[src/rtl/axi_rd_arbiter.sv]
// Shares one AXI4 read master (AR/R) among NREQ cache-line refill requesters.
// Round-robin AR issue with ARID = requester index; R beats are routed back by RID
// with one cycle of registered latency, so beats of different requesters may interleave.
module axi_rd_arbiter #(
  parameter int NREQ           = 4,
  parameter int AXI_ADDR_WIDTH = 32,
  parameter int AXI_DATA_WIDTH = 64,
  parameter int AXI_ID_WIDTH   = 4,
  parameter int BURST_LEN      = 4
) (
  input  logic                           clk,
  input  logic                           rst_n,
  input  logic [NREQ-1:0]                req_valid,
  output logic [NREQ-1:0]                req_ready,
  input  logic [NREQ*AXI_ADDR_WIDTH-1:0] req_addr,
  output logic [NREQ-1:0]                rsp_valid,
  output logic [AXI_DATA_WIDTH-1:0]      rsp_data,
  output logic                           rsp_last,
  output logic                           rsp_err,
  output logic                           stray_rid,
  output logic [AXI_ADDR_WIDTH-1:0]      M_AXI_ARADDR,
  output logic                           M_AXI_ARVALID,
  input  logic                           M_AXI_ARREADY,
  output logic [AXI_ID_WIDTH-1:0]        M_AXI_ARID,
  output logic [1:0]                     M_AXI_ARBURST,
  output logic [2:0]                     M_AXI_ARSIZE,
  output logic [7:0]                     M_AXI_ARLEN,
  input  logic [AXI_DATA_WIDTH-1:0]      M_AXI_RDATA,
  input  logic [1:0]                     M_AXI_RRESP,
  input  logic                           M_AXI_RVALID,
  output logic                           M_AXI_RREADY,
  input  logic [AXI_ID_WIDTH-1:0]        M_AXI_RID,
  input  logic                           M_AXI_RLAST
);

  localparam int BYTES = AXI_DATA_WIDTH / 8;
  localparam int OFFW  = $clog2(BURST_LEN * BYTES);
  localparam int PTRW  = (NREQ > 1) ? $clog2(NREQ) : 1;
  localparam logic [AXI_ADDR_WIDTH-1:0] LINE_MASK = {AXI_ADDR_WIDTH{1'b1}} << OFFW;
  localparam logic [7:0] LAST_CNT = 8'(BURST_LEN - 1);

  typedef enum logic [1:0] {
    SLOT_IDLE,
    SLOT_PEND,
    SLOT_BUSY
  } slot_t;

  slot_t                     slot_q [NREQ];
  slot_t                     slot_d [NREQ];
  logic [7:0]                cnt_q  [NREQ];
  logic [7:0]                cnt_d  [NREQ];
  logic [AXI_ADDR_WIDTH-1:0] addr_q [NREQ];

  logic                      arvalid_q;
  logic [AXI_ADDR_WIDTH-1:0] araddr_q;
  logic [AXI_ID_WIDTH-1:0]   arid_q;
  logic [PTRW-1:0]           rr_ptr_q;
  logic [PTRW-1:0]           rr_nxt;
  logic                      ar_hs;
  logic                      grant_vld;
  logic [PTRW-1:0]           grant_idx;

  logic [NREQ-1:0]           route_hit;
  logic                      route_err;

  logic [NREQ-1:0]           rsp_valid_q;
  logic [AXI_DATA_WIDTH-1:0] rsp_data_q;
  logic                      rsp_last_q;
  logic                      rsp_err_q;
  logic                      stray_q;

  logic                      unused_rresp0;

  assign unused_rresp0 = M_AXI_RRESP[0];
  assign ar_hs         = arvalid_q & M_AXI_ARREADY;

  assign M_AXI_ARVALID = arvalid_q;
  assign M_AXI_ARADDR  = araddr_q;
  assign M_AXI_ARID    = arid_q;
  assign M_AXI_ARBURST = 2'b01;
  assign M_AXI_ARSIZE  = 3'($clog2(BYTES));
  assign M_AXI_ARLEN   = LAST_CNT;
  assign M_AXI_RREADY  = 1'b1;

  assign rsp_valid = rsp_valid_q;
  assign rsp_data  = rsp_data_q;
  assign rsp_last  = rsp_last_q;
  assign rsp_err   = rsp_err_q;
  assign stray_rid = stray_q;

  // A slot is free to accept a new request only when idle
  always_comb begin
    req_ready = '0;
    for (int unsigned i = 0; i < NREQ; i++) begin
      req_ready[i] = (slot_q[i] == SLOT_IDLE);
    end
  end

  // Per-slot state register, beat counter and line-aligned address capture
  always_ff @(posedge clk or negedge rst_n) begin
    if (!rst_n) begin
      for (int unsigned i = 0; i < NREQ; i++) begin
        slot_q[i] <= SLOT_IDLE;
        cnt_q[i]  <= '0;
        addr_q[i] <= '0;
      end
    end else begin
      for (int unsigned i = 0; i < NREQ; i++) begin
        slot_q[i] <= slot_d[i];
        cnt_q[i]  <= cnt_d[i];
        if (req_valid[i] && slot_q[i] == SLOT_IDLE) begin
          addr_q[i] <= req_addr[i*AXI_ADDR_WIDTH +: AXI_ADDR_WIDTH] & LINE_MASK;
        end
      end
    end
  end

  // Slot next state and R-beat routing. A beat arriving in the same cycle as its
  // slot's AR handshake is accepted as beat 0, so the handshake is folded in first.
  always_comb begin
    logic       hs_i;
    logic [7:0] cnt_eff;
    route_hit = '0;
    route_err = 1'b0;
    for (int unsigned i = 0; i < NREQ; i++) begin
      slot_d[i] = slot_q[i];
      cnt_d[i]  = cnt_q[i];
      hs_i      = ar_hs && (arid_q == AXI_ID_WIDTH'(i));
      cnt_eff   = hs_i ? 8'd0 : cnt_q[i];
      if (slot_q[i] == SLOT_IDLE && req_valid[i]) begin
        slot_d[i] = SLOT_PEND;
      end
      if (hs_i) begin
        slot_d[i] = SLOT_BUSY;
        cnt_d[i]  = '0;
      end
      if (M_AXI_RVALID && (M_AXI_RID == AXI_ID_WIDTH'(i)) &&
          (slot_q[i] == SLOT_BUSY || hs_i)) begin
        route_hit[i] = 1'b1;
        cnt_d[i]     = cnt_eff + 8'd1;
        route_err    = M_AXI_RRESP[1] | (M_AXI_RLAST ^ (cnt_eff == LAST_CNT));
        if (M_AXI_RLAST) begin
          slot_d[i] = SLOT_IDLE;
        end
      end
    end
  end

  // Round-robin pick: first pending slot at or after rr_ptr, then wrap around
  always_comb begin
    grant_vld = 1'b0;
    grant_idx = '0;
    for (int unsigned i = 0; i < NREQ; i++) begin
      if (!grant_vld && slot_q[i] == SLOT_PEND && i >= 32'(rr_ptr_q)) begin
        grant_vld = 1'b1;
        grant_idx = PTRW'(i);
      end
    end
    for (int unsigned i = 0; i < NREQ; i++) begin
      if (!grant_vld && slot_q[i] == SLOT_PEND) begin
        grant_vld = 1'b1;
        grant_idx = PTRW'(i);
      end
    end
    rr_nxt = (arid_q == AXI_ID_WIDTH'(NREQ - 1)) ? '0 : PTRW'(arid_q + 1'b1);
  end

  // AR channel register: launch a grant when idle, hold until ARREADY
  always_ff @(posedge clk or negedge rst_n) begin
    if (!rst_n) begin
      arvalid_q <= 1'b0;
      araddr_q  <= '0;
      arid_q    <= '0;
      rr_ptr_q  <= '0;
    end else if (ar_hs) begin
      arvalid_q <= 1'b0;
      rr_ptr_q  <= rr_nxt;
    end else if (!arvalid_q && grant_vld) begin
      arvalid_q <= 1'b1;
      araddr_q  <= addr_q[grant_idx];
      arid_q    <= AXI_ID_WIDTH'(grant_idx);
    end
  end

  // Registered response path; beats with no busy owner only set the sticky flag
  always_ff @(posedge clk or negedge rst_n) begin
    if (!rst_n) begin
      rsp_valid_q <= '0;
      rsp_data_q  <= '0;
      rsp_last_q  <= 1'b0;
      rsp_err_q   <= 1'b0;
      stray_q     <= 1'b0;
    end else begin
      rsp_valid_q <= route_hit;
      if (|route_hit) begin
        rsp_data_q <= M_AXI_RDATA;
        rsp_last_q <= M_AXI_RLAST;
        rsp_err_q  <= route_err;
      end else begin
        rsp_last_q <= 1'b0;
        rsp_err_q  <= 1'b0;
      end
      if (M_AXI_RVALID && !(|route_hit)) begin
        stray_q <= 1'b1;
      end
    end
  end

endmodule
[config.mk]
export PLATFORM = sky130hd
export DESIGN_NAME = axi_rd_arbiter
export DESIGN_NICKNAME = d
export VERILOG_FILES = /design/src/rtl/axi_rd_arbiter.sv
export SDC_FILE = /design/constraint.sdc
export NUM_CORES = 1
export LEC_CHECK = 0
export CAP_MARGIN = 20
export CORE_UTILIZATION = 51
export DETAILED_ROUTE_END_ITERATION = 12
export PLACE_DENSITY = 0.84
export SKIP_CTS_REPAIR_TIMING = 1
export SYNTH_ARGS = -nofsm -noshare
export SYNTH_HDL_FRONTEND = slang
export SYNTH_SLANG_ARGS = --single-unit
[constraint.sdc]
create_clock -name clk -period 5.36 [get_ports clk]
set_input_delay 1.072 -clock clk [delete_from_list [all_inputs] [get_ports clk]]
set_output_delay 1.072 -clock clk [all_outputs]
set_load 0.05 [all_outputs]
==> impl_results.md <==
* Part of the cycle the worst path needs at roughly two thirds
* Maximum Capacitance Violations at 0
* Psw at 3.77 mW
* # nets final at 1322
* DP Area at between 10000 and 15000 um^2
* Number of enable flip-flop cells after synthesis at 0
* Final Max Tran Viols at 0
* Pin count of the biggest net entering global routing at 112
* Synthesized flop and latch total at 251
* Root buf cell: clkbuf_16
* Worst slew pin tran at 0.864 ns
* I/O Pins at 333
* CTS Buffer Depth at 3
* Vias at around 7.7k
* Flop pwr share at 34.7%
* GRT Total Usage at roughly 26%
* Starting Density at 52.4%
* RePlAce Congestion at 0.846
* Vias in the first global route at 8091
* Final setup fails at 0
* Pleak at 6.25 nW
* First-pass GRT wire length at 43.3 mm
* Syn. warnings at 0
* Via density at 5.48
* First-pass DRT Iterations at 5
* Post-layout minimum cycle time at about 3.6 ns
* Synth Cell Area at 10700 um^2
* Wire per inst at 19.9 um
* Clock power share at roughly a fifth
* WP data arrival at 3.98 ns
* CTS Sinks at 251
* Initial antenna violation count at 3
* RSZ-0062 raised after global routing: false
* Fin Hold WS at about 0.47 ns
* CTS buffer count at 27
* Critical path class: input pin to flip-flop
* Die height at 147 um
* Commonest non-fill, non-tap cell in the layout: clkdlybuf4s50_1
* Fraction of registers with async set/reset at 100%
* CP max FO at 67
* Iteration-0 DRC Markers at 372
* Slew margin rel. at a little over two fifths
* Sequential fraction of the synthesis area at about three fifths
* Hold Crit Class: flip-flop to flip-flop
* Clk pin slew, worst setup/hold paths at ~0.060 ns
* Area growth syn-to-layout at 37.5%
* Syn Area/Cell at 13.0 um^2
* Clock skew at 0.0197 ns
* IO buf count at 290
* Fin. Hold Viols at 0
* Placed wire-length estimate at 19.1 mm
* Final TNS setup at 0 ns
* Fraction of power spent switching nets at 40.2%
* WP data required at between 5 and 6 ns
* Fin area at 14700 um^2
* Full die area at ~22000 um^2
* Die W at 147 um
* Cells after synthesis at 825
* Comb pwr share at about 45%
* FMAX at 279 MHz
* Commonest cells after routing, fill and taps aside: clkdlybuf4s50_1, dfrtp_1, mux2_2
* Synth Flop Type: dfrtp_1
* Final ANT Viol Nets at 0
* Core Rows at 52
* Power Density at 637 nW/um^2
* Setup crit end kind: flip-flop
* Fillers at 1425
* DRC violation count after routing at 0
* WL final at 27.9 mm
* Status: completed
* Gr ovfl total at 0
* CTS tree: built
* Layout cells sized above 1 at 19.3%
* Worst VDD drop at 348 uV
* Core footprint at around 20000 um^2
* CP Launch Type: input pin
* Internal power at 5.62 mW
* H-tree depth at 1
* Clk_lat worst skew at 0.53 ns
* Netlist cell types at 59
power by group through the flow:
stage,Clock [mW],Sequential [mW],Combinational (mW)
floorplan,0,4.38,1.61
global placement,0,3.24,4.11
detailed placement,0,3.28,4.21
CTS,1.98,3.26,4.23
global route,2.05,3.36,4.43
finish,1.94,3.26,4.19
final cells by class:
type / count / area [um^2] / share of cell area (%)
antenna: 2 / 5.00 / 0.0340
tap: 270 / 338 / 2.29
timing repair buffer: 303 / 3010 / 20.4
clock buffer: 38 / 787 / 5.34
inverter: 7 / 26.3 / 0.178
multi-input combinational: 517 / 4130 / 28.0
clock inverter: 9 / 151 / 1.03
sequential: 251 / 6280 / 42.7
kinds of logic (layout without fill, tap and decap cells):
family	count (synthesis)	after routing	synth area share [%]
XOR/XNOR	26	26	2.13
adder cells (fa/ha/maj)	8	8	0.934
multiplexers	178	178	18.7
AND/OR/NAND/NOR	188	188	8.51
AO/OA/AOI/OAI	96	96	7.19
flip-flops	251	251	58.6
other	2	23	0.0701
buffers and inverters	76	357	3.84
path summary, 6_finish.rpt:
kind,slack (ns),start,depth (start not counted),end
setup / recovery,1.78,M_AXI_ARREADY,7,rsp_data[24]
hold / removal,0.47,stray_rid,1,stray_rid
setup reg to reg,2.26,M_AXI_ARID[0],7,rsp_data[24]
hold reg to reg,0.47,stray_rid,1,stray_rid
max in group asynchronous,3.59,rst_n,2,rsp_data[14]
min in group asynchronous,0.59,rst_n,1,addr_q[29]
cell usage after synthesis (3+ instances only):
cell	count	share of area, %
nor3b_1	3	0.21
ha_1	8	0.93
o211a_1	3	0.28
buf_4	23	1.6
buf_1	5	0.18
a222oi_1	27	2.5
nor2_1	67	2.3
nand3_1	6	0.28
mux2_1	27	2.8
xor2_1	20	1.6
nor2b_1	8	0.47
buf_2	8	0.37
nand4_1	14	0.82
and3_1	8	0.47
a31oi_1	30	1.8
buf_6	4	0.42
and2_1	12	0.70
nor3_1	4	0.19
inv_1	6	0.21
a21oi_1	7	0.33
nand2_1	49	1.7
nor4_1	3	0.18
a22oi_1	3	0.21
dfrtp_1	251	59
clkbuf_1	29	1.0
xnor2_1	6	0.49
mux2_2	150	16
a21o_1	3	0.21
o21ai_0	3	0.14
nand2b_1	5	0.29
registers in the layout, summed over array words and instances, names as in the netlist:
| register | count |
|---|---|
| rr_ptr_q | 2 |
| rsp_data | 64 |
| M_AXI_ARADDR | 27 |
| rsp_last | 1 |
| rsp_err | 1 |
| M_AXI_ARVALID | 1 |
| stray_rid | 1 |
| M_AXI_ARID | 2 |
| cnt_q | 32 |
| rsp_valid | 4 |
| addr_q | 108 |
| slot_q | 8 |
critical path, cell delays in order:
cell and delay, ns:
clkdlybuf4s50_1 0.58, and3_1 0.36, o211ai_4 0.32, inv_2 0.16, nor4_4 0.29, buf_4 0.70
mux2_2 0.42
per-layer routing:
| metal | GRT usage (%) | wire length, um |
|---|---|---|
| met1 | 30.8 | 10800 |
| met2 | 45.0 | 13800 |
| met3 | 7.39 | 2380 |
| met4 | 8.40 | 852 |
| met5 | 0 | 12 |
metrics by stage:
step	setup WS [ns]	power, mW	cells	utilization [%]
floorplan	2.38	5.99	844	-
global placement	1.35	7.34	1347	67.4
detailed placement	1.31	7.49	1347	67.4
CTS	1.81	9.46	1394	72.0
global route	1.61	9.84	1397	72.1
finish	1.78	9.39	1397	72.1
(Power assumes the default switching activity.)
